**config.mk**
```make
export PLATFORM = sky130hd
export DESIGN_NAME = qam16_symbol_packer
export DESIGN_NICKNAME = d
export VERILOG_FILES = /design/src/rtl/qam_pkg.sv /design/src/rtl/symbol_fifo.sv /design/src/rtl/qam16_symbol_packer.sv
export SDC_FILE = /design/constraint.sdc
export NUM_CORES = 1
export LEC_CHECK = 0
export ABC_AREA = 1
export BUFFER_PORTS_ARGS = -buffer_cell sky130_fd_sc_hd__buf_2
export CAP_MARGIN = 0
export CORE_ASPECT_RATIO = 1.25
export CORE_MARGIN = 4
export CORE_UTILIZATION = 61
export CTS_CLUSTER_SIZE = 8
export DETAILED_ROUTE_END_ITERATION = 12
export HOLD_SLACK_MARGIN = 0.15
export PLACE_DENSITY = 0.82
export SLEW_MARGIN = 25
export SYNTH_ARGS = -nofsm -noshare
export SYNTH_HDL_FRONTEND = slang
export SYNTH_SLANG_ARGS = --single-unit
```
**constraint.sdc**
```tcl
create_clock -name clk -period 4.6 [get_ports clk]
set_input_delay 0.46 -clock clk [delete_from_list [all_inputs] [get_ports clk]]
set_output_delay 0.46 -clock clk [all_outputs]
set_load 0.02 [all_outputs]
```
**src/rtl/qam_pkg.sv**
```systemverilog
// qam_pkg: definitions shared by the 16-QAM symbol packer and the modulator.
//   SYMBOL_WIDTH - bits per 16-QAM symbol
//   qam16_sym_t  - one symbol as carried on the modulator's 4-bit input
//   IDLE_SYMBOL  - symbol inserted when no complete data symbol is queued
package qam_pkg;

  localparam int SYMBOL_WIDTH = 4;

  typedef logic [SYMBOL_WIDTH-1:0] qam16_sym_t;

  localparam qam16_sym_t IDLE_SYMBOL = 4'b0000;

endpackage

```
**src/rtl/symbol_fifo.sv**
```systemverilog
// symbol_fifo: small synchronous FIFO holding packed symbols.
//   clk, rst      - clock, asynchronous active-high reset (empties the FIFO)
//   push, wdata   - write wdata when push is high and the FIFO is not full
//   pop, rdata    - rdata always shows the head entry; pop discards it
//   level         - number of occupied entries (registered pointers)
//   full, empty   - occupancy flags
module symbol_fifo #(
  parameter int WIDTH = 4,
  parameter int DEPTH = 4,
  localparam int ADDR_W = $clog2(DEPTH),
  localparam int PTR_W  = ADDR_W + 1,
  localparam int LVL_W  = $clog2(DEPTH + 1)
) (
  input  logic             clk,
  input  logic             rst,
  input  logic             push,
  input  logic             pop,
  input  logic [WIDTH-1:0] wdata,
  output logic [WIDTH-1:0] rdata,
  output logic [LVL_W-1:0] level,
  output logic             full,
  output logic             empty
);

  // Pointers carry one extra wrap bit so full and empty are distinguishable
  // when the address bits are equal.
  logic [PTR_W-1:0] wr_ptr_q, wr_ptr_d;
  logic [PTR_W-1:0] rd_ptr_q, rd_ptr_d;
  logic [WIDTH-1:0] mem_q [DEPTH];
  logic             do_push, do_pop;

  always_comb begin
    empty   = (wr_ptr_q == rd_ptr_q);
    full    = (wr_ptr_q[ADDR_W] != rd_ptr_q[ADDR_W]) &&
              (wr_ptr_q[ADDR_W-1:0] == rd_ptr_q[ADDR_W-1:0]);
    do_push = push && !full;
    do_pop  = pop && !empty;
    wr_ptr_d = wr_ptr_q + PTR_W'(do_push);
    rd_ptr_d = rd_ptr_q + PTR_W'(do_pop);
    level   = LVL_W'(wr_ptr_q - rd_ptr_q);
    // Head is read combinationally so the owner can capture it on the same
    // edge that pops it; the owner registers it immediately.
    rdata   = mem_q[rd_ptr_q[ADDR_W-1:0]];
  end

  always_ff @(posedge clk or posedge rst) begin
    if (rst) begin
      wr_ptr_q <= '0;
      rd_ptr_q <= '0;
    end else begin
      wr_ptr_q <= wr_ptr_d;
      rd_ptr_q <= rd_ptr_d;
    end
  end

  // Storage needs no reset: the pointers define which entries are valid.
  always_ff @(posedge clk) begin
    if (do_push) begin
      mem_q[wr_ptr_q[ADDR_W-1:0]] <= wdata;
    end
  end

endmodule

```
**src/rtl/qam16_symbol_packer.sv**
```systemverilog
// qam16_symbol_packer: packs a serial bit stream MSB-first into 4-bit symbols,
// queues them, and releases one symbol every SPS cycles to the modulator.
//   clk, rst             - clock, asynchronous active-high reset
//   bit_in, bit_valid    - serial data bit and its qualifier
//   bit_ready            - a bit is accepted when bit_valid && bit_ready
//   sym_out              - registered symbol, held for the full symbol period
//   sym_strobe           - one-cycle pulse when sym_out has just been updated
//   underflow            - pulses with sym_strobe when IDLE_SYMBOL was inserted
//   fifo_level           - occupied FIFO entries
module qam16_symbol_packer #(
  parameter int SYMBOL_WIDTH = qam_pkg::SYMBOL_WIDTH,
  parameter int FIFO_DEPTH   = 4,
  parameter int SPS          = 4,
  parameter logic [SYMBOL_WIDTH-1:0] IDLE_SYMBOL = qam_pkg::IDLE_SYMBOL,
  localparam int LVL_W = $clog2(FIFO_DEPTH + 1)
) (
  input  logic                    clk,
  input  logic                    rst,
  input  logic                    bit_in,
  input  logic                    bit_valid,
  output logic                    bit_ready,
  output logic [SYMBOL_WIDTH-1:0] sym_out,
  output logic                    sym_strobe,
  output logic                    underflow,
  output logic [LVL_W-1:0]        fifo_level
);
  import qam_pkg::*;

  localparam int BIT_CNT_W = $clog2(SYMBOL_WIDTH);
  localparam int SYM_CNT_W = $clog2(SPS);

  // shift_q holds the bits already received for the symbol being assembled.
  logic [SYMBOL_WIDTH-2:0] shift_q, shift_d;
  logic [BIT_CNT_W-1:0]    bit_cnt_q, bit_cnt_d;
  logic [SYM_CNT_W-1:0]    sym_cnt_q, sym_cnt_d;
  logic [SYMBOL_WIDTH-1:0] sym_out_q, sym_out_d;
  logic                    sym_strobe_q, sym_strobe_d;
  logic                    underflow_q, underflow_d;

  logic                    last_bit, accept, push, pop, release_edge;
  logic [SYMBOL_WIDTH-1:0] fifo_wdata, fifo_rdata;
  logic                    fifo_full, fifo_empty;

  symbol_fifo #(
    .WIDTH (SYMBOL_WIDTH),
    .DEPTH (FIFO_DEPTH)
  ) u_fifo (
    .clk   (clk),
    .rst   (rst),
    .push  (push),
    .pop   (pop),
    .wdata (fifo_wdata),
    .rdata (fifo_rdata),
    .level (fifo_level),
    .full  (fifo_full),
    .empty (fifo_empty)
  );

  always_comb begin
    last_bit     = (bit_cnt_q == BIT_CNT_W'(SYMBOL_WIDTH - 1));
    // Only the bit that completes a symbol needs FIFO space; earlier bits
    // just go into the shift register.
    bit_ready    = !last_bit || !fifo_full;
    accept       = bit_valid && bit_ready;
    push         = accept && last_bit;
    fifo_wdata   = {shift_q, bit_in};
    release_edge = (sym_cnt_q == SYM_CNT_W'(SPS - 1));
    // Pop decision uses the pre-edge empty flag, so a word pushed on the
    // release edge is not bypassed to the output; idle goes out instead.
    pop          = release_edge && !fifo_empty;

    shift_d   = shift_q;
    bit_cnt_d = bit_cnt_q;
    if (accept) begin
      shift_d   = {shift_q[SYMBOL_WIDTH-3:0], bit_in};
      bit_cnt_d = bit_cnt_q + 1'b1;  // wraps to 0 after the last bit
    end

    sym_cnt_d    = release_edge ? '0 : sym_cnt_q + 1'b1;
    sym_out_d    = sym_out_q;
    sym_strobe_d = release_edge;
    underflow_d  = release_edge && fifo_empty;
    if (release_edge) begin
      sym_out_d = fifo_empty ? IDLE_SYMBOL : fifo_rdata;
    end
  end

  always_ff @(posedge clk or posedge rst) begin
    if (rst) begin
      shift_q      <= '0;
      bit_cnt_q    <= '0;
      sym_cnt_q    <= '0;
      sym_out_q    <= IDLE_SYMBOL;
      sym_strobe_q <= 1'b0;
      underflow_q  <= 1'b0;
    end else begin
      shift_q      <= shift_d;
      bit_cnt_q    <= bit_cnt_d;
      sym_cnt_q    <= sym_cnt_d;
      sym_out_q    <= sym_out_d;
      sym_strobe_q <= sym_strobe_d;
      underflow_q  <= underflow_d;
    end
  end

  assign sym_out    = sym_out_q;
  assign sym_strobe = sym_strobe_q;
  assign underflow  = underflow_q;

endmodule

```
-- Word level (Yosys, flattened, before mapping)
Memories as Yosys holds them, arrays and structs flattened.
Index checks and enable logic that the tools add are counted.
- flip-flop bits (word level): 19
- memory bits (writable): 16
- memories kept: 1
- $add $sub $neg: 5
- eq/ne operators: 5
- mux-type cells: 4
- reductions and logical operators: 11
- memory list (memory ; words ; width ; read ports ; clocked after Yosys merged registers in ; write ports ; RTL line ; RTL):
    u_fifo.mem_q ; 4 ; 4 ; 1 ; 0 ; 1 ; symbol_fifo.sv:29 ; logic [WIDTH-1:0] mem_q [DEPTH];
- operator list (operator ; count):
    $logic_and A1 B1 Y1 ; 7
    $add A3 B1 Y3 ; 2
    $add A2 B1 Y2 const B ; 2
    $eq A2 B2 Y1 const B ; 2
    $mux W4 ; 1
    $eq A3 B3 Y1 ; 1
    $logic_not A1 Y1 ; 3
    $sub A3 B3 Y3 ; 1
    $eq A2 B2 Y1 ; 1
    $mux W1 ; 2
    $mux W2 ; 1
    $logic_or A1 B1 Y1 ; 1
    $ne A1 B1 Y1 ; 1

-- Logic depth before layout (Yosys ltp)
Gate-level depths: netlist (run 1).
- depth after elaboration: 9
- gate-level depth with buffers: 10

-- Hierarchy
Synthesis (run 1) repeated with hierarchy kept, for this count alone.
- cell total of the unflattened synthesis: 144
- area total of the unflattened synthesis: 1564.0 um^2
- by module, submodules not included (module ; instances ; cells an instance ; area each (um^2) ; sequential area each (um^2)):
    symbol_fifo ; 1 ; 91 ; 1051.0 ; 630.6
    qam16_symbol_packer ; 1 ; 53 ; 513.0 ; 325.3

-- Least setup slack after synthesis (run 1)
No wires, ideal clock.
- kind: reg2reg
- from: reg u_fifo.rd_ptr_q[1]
- to: reg u_fifo.wr_ptr_q[2]
- library setup time: 123 ps
- arrival: 1775 ps
- path slack: 2702 ps
- cell stages (with the launch flop): 11
- buffers on the path: 0
- period minus slack after synthesis: 1898 ps
- cells stage by stage: dfrtp_1 > inv_1 > ha_1 > nand2_1 > inv_1 > nand3_4 > nand3_4 > inv_1 > ha_1 > ha_1 > xor2_1
- longest elaborated chain between the ends: 8
- RTL lines (item ; RTL line ; RTL):
    start, declared ; symbol_fifo.sv:28 ; logic [PTR_W-1:0] rd_ptr_q, rd_ptr_d;
    start signal, assigned ; symbol_fifo.sv:52 ; rd_ptr_q <= rd_ptr_d;
    $eq A2 B2 Y1 ; symbol_fifo.sv:35 ; (wr_ptr_q[ADDR_W-1:0] == rd_ptr_q[ADDR_W-1:0]);
    $logic_and A1 B1 Y1 ; symbol_fifo.sv:34 ; full = (wr_ptr_q[ADDR_W] != rd_ptr_q[ADDR_W]) &&
    $logic_not A1 Y1 ; qam16_symbol_packer.sv:63 ; bit_ready = !last_bit || !fifo_full;
    $logic_or A1 B1 Y1 ; qam16_symbol_packer.sv:63 ;
    via bit_ready ; qam16_symbol_packer.sv:21 ; output logic bit_ready,
    $logic_and A1 B1 Y1 ; qam16_symbol_packer.sv:64 ; accept = bit_valid && bit_ready;
    $logic_and A1 B1 Y1 ; qam16_symbol_packer.sv:65 ; push = accept && last_bit;
    $logic_and A1 B1 Y1 ; symbol_fifo.sv:36 ; do_push = push && !full;
    $add A3 B1 Y3 ; symbol_fifo.sv:38 ; wr_ptr_d = wr_ptr_q + PTR_W'(do_push);
    via u_fifo.wr_ptr_d[2] ; symbol_fifo.sv:27 ; logic [PTR_W-1:0] wr_ptr_q, wr_ptr_d;
    end signal, assigned ; symbol_fifo.sv:51 ; wr_ptr_q <= wr_ptr_d;
    end, declared ; symbol_fifo.sv:27 ;
The timed path passes the listed nets, and every way through them passes these cells.
A chain may end at the register's enable or synchronous reset.

-- Worst setup path in the final report (run 1)
- from: reg u_fifo.rd_ptr_q[1]
- to: out bit_ready
- longest elaborated chain between the ends: 4
- RTL lines (item ; RTL line):
    $eq A2 B2 Y1 ; symbol_fifo.sv:35
    $logic_and A1 B1 Y1 ; symbol_fifo.sv:34
    $logic_not A1 Y1 ; qam16_symbol_packer.sv:63
    $logic_or A1 B1 Y1 ; qam16_symbol_packer.sv:63
    end, declared ; qam16_symbol_packer.sv:21
No other way between the ends.

==> flow_summary.toml, run 1 <==
[logic_synthesis]
synth_warnings = 0
synthDistinctLibCells = 16
synth_cells = 132
seq_area_frac_synth_pct = 64.47
synth_seq_cells = 35
synth_area_mm2 = 0.001483
avgSynthCellArea_um2 = 11.23
synth_fp_nets = 145

[place]
dp_hpwl_um = 2007
portBuffers = 13
dp.cells = 175
gp_congestion = 0.8549

[worst_setup_path]
crit_path_max_incr_delay_ns = 0.50
timing.critical_path.from = "u_fifo.rd_ptr_q[1]$_DFF_PP0_"
reg2reg_depth = 10
r2r_end = "u_fifo.rd_ptr_q[2]$_DFF_PP0_"
cpLargestDelayFamily = "flip-flops"
crit_required_ns = 4.14
endpoint_kind = "output port"
crit_end = "bit_ready"
slowest_stage = "dfrtp_1"
regToRegStartpoint = "u_fifo.rd_ptr_q[1]$_DFF_PP0_"
crit_fanout = 8
timing.critical_path.mode_cell = "inv_1"
path_buf_inv = 3
cp-start-kind = "register"
cp.depth = 6
cp.arrival_ns = 1.87
cp_cell_sequence = "inv_1, ha_1, nand2_1, inv_1, nand3_4, buf_2"
r2r_slack_ns = 2.47
path_class = "register to output port"

[outcome]
status = "finished, final reports clean"

[floorplanning]
die_h_um = 63.12
num_rows = 19
io_pins = 14
core_area_mm2 = 0.002258
start_util_pct = 65.65
die-area_mm2 = 0.003288
die_x_um = 52.10

[sta]
drv_slew = 0
setup_tns_ns = 0
max_freq_mhz = 428.4
post-route-min-period_ns = 2.334
setup_viol = 0
rsz0062_at_grt = "false"
period_share_pct = 50.75
slew_headroom_pct = 52.85
hold_viol = 0
finClkSkew_ns = 0.01817
tightest_slew_ns = 0.7065

[final_layout]
fin_util_pct = 74.68
final_cell_mix = "nand2_1 (42), dfrtp_1 (19), edfxtp_1 (16), nand3_1 (14)"
final_nets = 164
areaGrowthSynthToFinish_pct = 13.76
layout-drive-gt1-share_pct = 17.11
layout.cells.non_filler = 183
nFillCells = 159
final_common_cell = "nand2_1"
antenna_cells = 0

[detailed_routing]
drc = 0
ant_nets = 0
drtPass1Iterations = 4
drt-total-wl_um = 2894
vias = 974
drt_iter0_markers = 32
via_per_inst = 5.322
wire_per_inst_um = 15.81

[cts]
cts_tree = "yes"
clk_latency_ns = 0.35
h-tree-depth = 2
cts_buffers = 5
post_cts_buffers = 0
cts_resized = 0
cts.sinks = 35
clock-root-buffer = "clkbuf_4"
path_clk_slew_ns = 0.12
hold_buffers = 0
clockBufferDepth = 2

[global_route]
overflow = 0
antenna_found_initial = 0
busiest_layer = "met2"
grt_max_degree = 20
grt_pass1_wl_um = 4802
grt_usage_pct = 20.52
grtUsageMet3_pct = 6.368
grt_pass1_vias = 1038
grt_use_met1_pct = 20.06
use_met2_pct = 37.42

[min_path]
hold_class = "input port to async pin"

[pwr]
pwr-share-clk_pct = 24.2
power.switching_mw = 0.4459
power_density_mw_per_mm2 = 682.6
combPwrFrac_pct = 34.8
p_leak_nw = 0.8211
p_sw_share_pct = 38.73
p_int_mw = 0.7054
seqPwrFrac_pct = 41.0
irDropWorstVdd_mv = 0.4239

[job]
drv_cap = 0
-- cell usage after synthesis --
master     n  area [um2]
inv_1     13       48.80
fa_1       1       20.02
nand2_4    1       11.26
buf_2      1       5.000
nand3_1   14       70.07
xor2_1     3       26.28
inv_2      1       3.750
nand3_4    2       35.03
dfrtp_1   19       475.5
o21ai_0    3       15.01
ha_1       8       100.1
o21ai_1    1       5.000
nand2_2    1       6.260
nor2_1     6       22.52
nand2_1   42       157.7
edfxtp_1  16       480.5
-- layout make-up --
class	instances	area [um2]	area share, %
clock buffer	5	37.54	2.226
sequential	35	955.9	56.68
clock inverter	3	67.56	4.006
inverter	14	52.55	3.116
multi-input combinational	82	469.2	27.82
tap	31	38.79	2.300
timing repair buffer	13	65.06	3.858
-- flip-flops by register name, summed over array words and instances (netlist names) --
register,flops
bit_cnt_q,2
shift_q,3
sym_cnt_q,2
sym_out,4
sym_strobe,1
u_fifo.mem_q,16
u_fifo.rd_ptr_q,3
u_fifo.wr_ptr_q,3
underflow,1
-- power by group through the flow --
stage	logic, mW	registers (mW)	clock network, mW
floorplan	0.271	0.475	0
global placement	0.377	0.472	0
detailed placement	0.396	0.478	0
CTS	0.409	0.473	0.280
global route	0.451	0.483	0.294
finish	0.401	0.472	0.278
-- how the worst min path moves through the flow --
stage,start,to,slack [ns],cells past startpoint
2_1_floorplan,sym_cnt_q[0]$_DFF_PP0_,sym_cnt_q[0]$_DFF_PP0_,0.40,1
3_3_place_gp,sym_cnt_q[0]$_DFF_PP0_,sym_cnt_q[0]$_DFF_PP0_,0.41,1
3_5_place_dp,sym_cnt_q[0]$_DFF_PP0_,sym_cnt_q[0]$_DFF_PP0_,0.43,1
4_1_cts,rst,shift_q[1]$_DFFE_PP0N_,0.22,2
5_1_grt,rst,shift_q[1]$_DFFE_PP0N_,0.25,2
6_report,rst,shift_q[1]$_DFFE_PP0N_,0.20,2
-- cell families (layout without fill, tap and decap cells) --
family	Yosys count	after routing	synth area share (%)
AOI/OAI and AO/OA	4	4	1.350
xor gates and xnor gates	3	3	1.772
adders and majority gates	9	9	8.102
buffers and inverters	15	35	3.882
DFF	35	35	64.47
and+or+nand+nor	66	66	20.42
-- stage by stage --
| stage | cell area [um2] | hold WS (ns) | setup slack (ns) | power [mW] |
|---|---|---|---|---|
| after floorplan | 1483 | 0.4031 | 2.702 | 0.7462 |
| after global placement | 1582 | 0.4138 | 2.598 | 0.8491 |
| after detailed placement | 1582 | 0.4272 | 2.523 | 0.8739 |
| after CTS | 1687 | 0.2209 | 2.243 | 1.162 |
| after global routing | 1687 | 0.2483 | 2.131 | 1.229 |
| final | 1687 | 0.1966 | 2.266 | 1.151 |
-- metal layers --
| metal | up-vias | wire, um | share of wire [%] |
|---|---|---|---|
| li1 | 466 | - | - |
| met1 | 464 | 1007 | 35 |
| met2 | 34 | 1649 | 57 |
| met3 | 10 | 144 | 5.0 |
| met4 | 0 | 92 | 3.2 |
| met5 | - | 0 | 0 |
Power figures use the tool's default switching activity.
==> inputs of run 2 (changes only) <==
--- a/config.mk
+++ b/config.mk
@@ -5,16 +5,16 @@
 export SDC_FILE = /design/constraint.sdc
 export NUM_CORES = 1
 export LEC_CHECK = 0
-export ABC_AREA = 1
+export ABC_AREA = 0
 export BUFFER_PORTS_ARGS = -buffer_cell sky130_fd_sc_hd__buf_2
 export CAP_MARGIN = 0
 export CORE_ASPECT_RATIO = 1.25
 export CORE_MARGIN = 4
-export CORE_UTILIZATION = 61
+export CORE_UTILIZATION = 56
 export CTS_CLUSTER_SIZE = 8
 export DETAILED_ROUTE_END_ITERATION = 12
 export HOLD_SLACK_MARGIN = 0.15
-export PLACE_DENSITY = 0.82
+export PLACE_DENSITY = 0.76
 export SLEW_MARGIN = 25
 export SYNTH_ARGS = -nofsm -noshare
 export SYNTH_HDL_FRONTEND = slang
==> constraint.sdc (replaced) <==
create_clock -name clk -period 2.2 [get_ports clk]
set_input_delay 0.22 -clock clk [delete_from_list [all_inputs] [get_ports clk]]
set_output_delay 0.22 -clock clk [all_outputs]
set_load 0.02 [all_outputs]
==> run 2 against run 1 <==
Against the previous run:
- final area up 0.37%
- core utilization down 5.7 points
- critical path depth up 2
- sequential cell count unchanged
- die area up 4.5%
- critical path type is now register to register
- combinational power up 130%
- non-clock buffer count up 9
==> flow_summary.toml, run 2 <==
[sta]
worst_slack_ns = 0.1721
period_share_pct = 92.18
post-route-min-period_ns = 2.028
slew_headroom_pct = 54.24
tightest_slew_ns = 0.6857
finClkSkew_ns = 0.007299
max_freq_mhz = 493.1
hold_viol = 0
rsz0062_at_grt = "false"
drv_slew = 0
setup_tns_ns = 0
setup_viol = 0

[pwr]
power_density_mw_per_mm2 = 1415
seqPwrFrac_pct = 42.0
pwr-share-clk_pct = 19.1
combPwrFrac_pct = 38.9
p_leak_nw = 0.7743
power.switching_mw = 0.8869
p_int_mw = 1.508
p_sw_share_pct = 37.03
irDropWorstVdd_mv = 0.8252

[detailed_routing]
drtPass1Iterations = 4
vias = 794
via_per_inst = 5.156
drc = 0
drt-total-wl_um = 2345
ant_nets = 0
wire_per_inst_um = 15.23
drt_iter0_markers = 18

[global_route]
overflow = 0
grt_usage_pct = 17.14
grt_max_degree = 20
antenna_found_initial = 0
grt_pass1_vias = 886
grt_pass1_wl_um = 4043

[worst_setup_path]
endpoint_kind = "register"
reg2reg_depth = 8
regToRegStartpoint = "u_fifo.wr_ptr_q[0]$_DFF_PP0_"
timing.critical_path.from = "u_fifo.wr_ptr_q[0]$_DFF_PP0_"
crit_fanout = 5
cp-start-kind = "register"
cp.arrival_ns = 2.26
crit_required_ns = 2.44
path_class = "register to register"

[floorplanning]
core_area_mm2 = 0.002452
start_util_pct = 58.42
die_h_um = 64.55
die_x_um = 53.24
io_pins = 14
num_rows = 20
die-area_mm2 = 0.003437

[place]
dp_hpwl_um = 1732
portBuffers = 13
gp_congestion = 0.7007
post-place-ws_ns = 0.2442

[cts]
clk_latency_ns = 0.34
post_cts_buffers = 0
clock-root-buffer = "clkbuf_4"
cts_buffers = 5
h-tree-depth = 2
path_clk_slew_ns = 0.11
cts_tree = "yes"
cts.sinks = 35
clockBufferDepth = 2
cts_resized = 0

[final_layout]
final_common_cell = "dfrtp_1"
final_nets = 133
antenna_cells = 0
nFillCells = 190
largest_reg_flops = 16
areaGrowthSynthToFinish_pct = 18.17
layout-drive-gt1-share_pct = 28.10
regArea_um2 = 955.9
multi_input_area_um2 = 416.7
final_cell_mix = "dfrtp_1 (19), inv_1 (16), edfxtp_1 (16), buf_2 (13), ha_1 (8)"

[logic_synthesis]
synth_warnings = 0
synth_largest_area_cell = "edfxtp_1"
synth_fp_nets = 104
synth_top_area_share_pct = 33.54
synth_seq_cells = 35
synthTopCellsByArea = "edfxtp_1 (34%), dfrtp_1 (33%), ha_1 (7.0%)"
synth_most_common_cell = "dfrtp_1"
synth_edf_count = 16
synth_cells = 91
synth_ff_type = "dfrtp_1"
seq_area_frac_synth_pct = 66.72
yosys-top-cells-count = "dfrtp_1 (19), edfxtp_1 (16), inv_1 (16), ha_1 (8)"
async_flop_share_pct = 54.29
synth_area_mm2 = 0.001433
avgSynthCellArea_um2 = 15.74
synthDistinctLibCells = 19

[min_path]
min_from = "bit_valid"
hold_class = "input port to register"
whs_path_depth = 3

[job]
drv_cap = 0

[outcome]
status = "finished, final reports clean"
-- run 2: cell count changes after synthesis, sizes merged --
cell,before,now
inv,14,16
o211ai,0,1
nor2,6,2
mux2,0,4
nand2b,0,1
mux4,0,4
nand2,44,1
xnor2,0,3
o21ai,4,2
buf,1,0
nor3,0,4
o22ai,0,4
nand3,16,2
-- run 2: metal layers --
layer	GRT usage (%)	routed length, um	vias to the layer above
met1	18.74	965	398
met3	6.207	100	5
met5	0	0	-
met2	28.22	1221	17
li1	-	-	374
met4	8.946	57	0
-- run 2: what timing repair did --
action,in CTS,in global routing
setup endpoints to repair,0,0
endpoints found under the hold margin,24,0
hold buffers,2,0
-- run 2: power by group through the flow --
stage | sequential, mW | clock (mW) | combinational, mW
4_1_cts | 1.01 | 0.468 | 0.932
3_3_place_gp | 1.01 | 0 | 0.884
5_1_grt | 1.03 | 0.503 | 1.03
3_5_place_dp | 1.02 | 0 | 0.923
2_1_floorplan | 1.07 | 0 | 0.578
6_report | 1.00 | 0.459 | 0.932
-- run 2: cell type report --
type	instances	share of cell area, %
Sequential cell	35	56.47
Clock inverter	3	2.587
Inverter	16	3.548
Clock buffer	5	2.217
Timing Repair Buffer	22	8.130
Tap cell	33	2.439
Multi-Input combinational cell	40	24.61
-- run 2: metrics by stage --
step           instance area, um2  util (%)  total power [mW]  instances  hold slack, ns
4_1_cts                      1693     69.03             2.406        154          0.1942
5_1_grt                      1693     69.03             2.565        154          0.1860
3_3_place_gp                 1592     64.90             1.889        144          0.3517
2_1_floorplan                1433         -             1.645         91          0.1711
3_5_place_dp                 1592     64.90             1.943        144          0.3612
6_report                     1693     69.03             2.395        154          0.2057
-- run 2: logic make-up (layout without fill, tap and decap cells) --
logic type	count (synthesis)	in the layout	share of synthesized area, %
AO/OA/AOI/OAI	7	7	3.755
XOR/XNOR	6	6	4.193
adder cells (fa/ha/maj)	9	9	8.385
buffers and inverters	16	46	4.192
flip-flops	35	35	66.73
multiplexers	8	8	9.432
AND/OR/NAND/NOR	10	10	3.319
-- run 2: worst paths after layout --
| path | slack, ns | end |
|---|---|---|
| max in group asynchronous | 1.25 | sym_out[1]$_DFFE_PP0P_ |
| worst min-delay path | 0.21 | bit_cnt_q[0]$_DFFE_PP0N_ |
| worst max-delay path | 0.17 | u_fifo.wr_ptr_q[2]$_DFF_PP0_ |
| worst max register to register | 0.17 | u_fifo.wr_ptr_q[2]$_DFF_PP0_ |
| min in group asynchronous | 0.51 | u_fifo.wr_ptr_q[2]$_DFF_PP0_ |
| worst min register to register | 0.44 | sym_cnt_q[0]$_DFF_PP0_ |
-- run 2: critical path: stages, from the launching register on --
cell      delay, ns
dfrtp_1        0.42
inv_1          0.10
ha_1           0.35
nand2_1        0.09
o211ai_1       0.35
inv_1          0.09
ha_1           0.20
ha_1           0.19
xor2_1         0.14
==> inputs of run 3 (changes only) <==
--- a/config.mk
+++ b/config.mk
@@ -10,11 +10,10 @@
 export CAP_MARGIN = 0
 export CORE_ASPECT_RATIO = 1.25
 export CORE_MARGIN = 4
-export CORE_UTILIZATION = 56
+export CORE_UTILIZATION = 40
 export CTS_CLUSTER_SIZE = 8
 export DETAILED_ROUTE_END_ITERATION = 12
 export HOLD_SLACK_MARGIN = 0.15
-export PLACE_DENSITY = 0.76
 export SLEW_MARGIN = 25
 export SYNTH_ARGS = -nofsm -noshare
 export SYNTH_HDL_FRONTEND = slang
==> run 3 against run 2 <==
Against the previous run:
- clock skew down 0.0037 ns
- combinational power down 2.7%
- fmax up 0.89%
- core utilization down 20 points
- non-clock buffer count down 1
- cell count up 3.2%
- wire length down 8.7%
- final area up 1.3%
- critical endpoint unchanged
- largest cell class unchanged
==> flow_summary.toml, run 3 (synthesized netlist as in run 2, its figures left out) <==
[worst_setup_path]
crit_path_max_incr_delay_ns = 0.40
endpoint_kind = "register"
cp-start-kind = "register"
path_class = "register to register"
cp_cell_sequence = "inv_1, ha_1, nand2_1, o211ai_1, inv_1, ha_1, ha_1, xor2_1"
slowest_stage = "dfrtp_1"
cp.arrival_ns = 2.17
crit_fanout = 5
timing.critical_path.mode_cell = "ha_1"
crit_required_ns = 2.36

[detailed_routing]
wire_per_inst_um = 13.46
drtPass1Iterations = 3
drc = 0
drt_iter0_markers = 29
via_per_inst = 4.855
drt-total-wl_um = 2140
vias = 772
ant_nets = 0

[place]
dp_hpwl_um = 1636
portBuffers = 13
gp_congestion = 0.7389
post-place-ws_ns = 0.2184
post_dp_cell_area_mm2 = 0.001599

[floorplanning]
die_x_um = 61.53
die_h_um = 74.91
core_area_mm2 = 0.003483
start_util_pct = 41.13
io_pins = 14
die-area_mm2 = 0.004609
num_rows = 24

[pwr]
power_density_mw_per_mm2 = 1434
total_power_mw = 2.460
irDropWorstVdd_mv = 0.6240
p_leak_nw = 0.7774

[final_layout]
areaGrowthSynthToFinish_pct = 19.74
final_common_cell = "dfrtp_1"
final_nets = 132
antenna_cells = 0
final_cell_mix = "dfrtp_1 (19), inv_1 (16), edfxtp_1 (16), buf_2 (13), ha_1 (8)"
largest_reg_flops = 16
layout-drive-gt1-share_pct = 26.67
final_area_mm2 = 0.001715
nFillCells = 313

[cts]
path_clk_slew_ns = 0.07
h-tree-depth = 2
cts_tree = "yes"
clockBufferDepth = 2
clk_latency_ns = 0.28
cts_buffers = 5
cts.sinks = 35
clock-root-buffer = "clkbuf_8"
cts_resized = 0

[global_route]
grt_pass1_wl_um = 3753
antenna_found_initial = 0
grt_usage_pct = 11.75
grt_pass1_vias = 843
grt_max_degree = 20
overflow = 0

[min_path]
hold_class = "input port to register"

[sta]
worst_slack_ns = 0.1900
hold_viol = 0
finClkSkew_ns = 0.003635
max_freq_mhz = 497.5
setup_viol = 0
setup_tns_ns = 0
post-route-min-period_ns = 2.010
rsz0062_at_grt = "false"
drv_slew = 0
tightest_slew_ns = 0.7251
period_share_pct = 91.37
slew_headroom_pct = 51.60

[job]
drv_cap = 0

[outcome]
status = "finished, final reports clean"
[run 3: path summary, 6_finish.rpt]
| kind | start | to | slack [ns] | cells after the start |
|---|---|---|---|---|
| max | u_fifo.wr_ptr_q[0]$_DFF_PP0_ | u_fifo.wr_ptr_q[2]$_DFF_PP0_ | 0.19 | 8 |
| min | bit_in | u_fifo.mem_q[3][0]$_DFFE_PP_ | 0.17 | 1 |
| max reg2reg | u_fifo.wr_ptr_q[0]$_DFF_PP0_ | u_fifo.wr_ptr_q[2]$_DFF_PP0_ | 0.19 | 8 |
| min reg2reg | sym_cnt_q[0]$_DFF_PP0_ | sym_cnt_q[0]$_DFF_PP0_ | 0.45 | 1 |
| max in group asynchronous | rst | sym_strobe$_DFF_PP0_ | 1.14 | 3 |
| min in group asynchronous | rst | underflow$_DFF_PP0_ | 0.60 | 3 |
[run 3: layout make-up]
class	instances	area (um2)	share of cell area (%)
Timing Repair Buffer	21	127.6	7.440
Sequential cell	35	955.9	55.73
Tap cell	39	48.80	2.845
Clock inverter	1	30.03	1.751
Clock buffer	7	76.32	4.449
Inverter	16	60.06	3.501
Multi-Input combinational cell	40	416.7	24.29
[run 3: critical path: cells and delay by family (launching register included)]
| kind | cells | cell delay, ns |
|---|---|---|
| adder cells (fa/ha/maj) | 3 | 0.73 |
| buffers and inverters | 2 | 0.18 |
| XOR/XNOR | 1 | 0.15 |
| AND/OR/NAND/NOR | 1 | 0.08 |
| flip-flops | 1 | 0.40 |
| AO/OA/AOI/OAI | 1 | 0.35 |
[run 3: report_power, final]
| part | leakage [nW] | total [mW] | internal (mW) | switching [mW] |
|---|---|---|---|---|
| clock | 0.0524 | 0.550 | 0.339 | 0.211 |
| combinational | 0.352 | 0.907 | 0.393 | 0.513 |
| sequential | 0.373 | 1.00 | 0.876 | 0.127 |
[run 3: per-stage QoR]
stage	util [%]	hold WS, ns	std cells
after global placement	45.91	0.3635	150
after global routing	49.25	0.1560	159
after detailed placement	45.91	0.3863	150
after CTS	49.25	0.1667	159
after floorplan	-	0.1711	91
final	49.25	0.1719	159
[run 3: what timing repair did]
item                      4_1_cts  5_1_grt
setup buffers                   0        0
hold buffers                    1        0
hold endpoints to repair       19        0
[run 3: metal layers]
layer	wire length, um	share of wire (%)	global-route usage (%)	vias to the layer above
met2	1212	57	20.49	12
met1	802	37	11.98	381
li1	-	-	-	372
met4	57	2.7	6.368	0
met3	68	3.2	4.117	7
met5	0	0	0	-
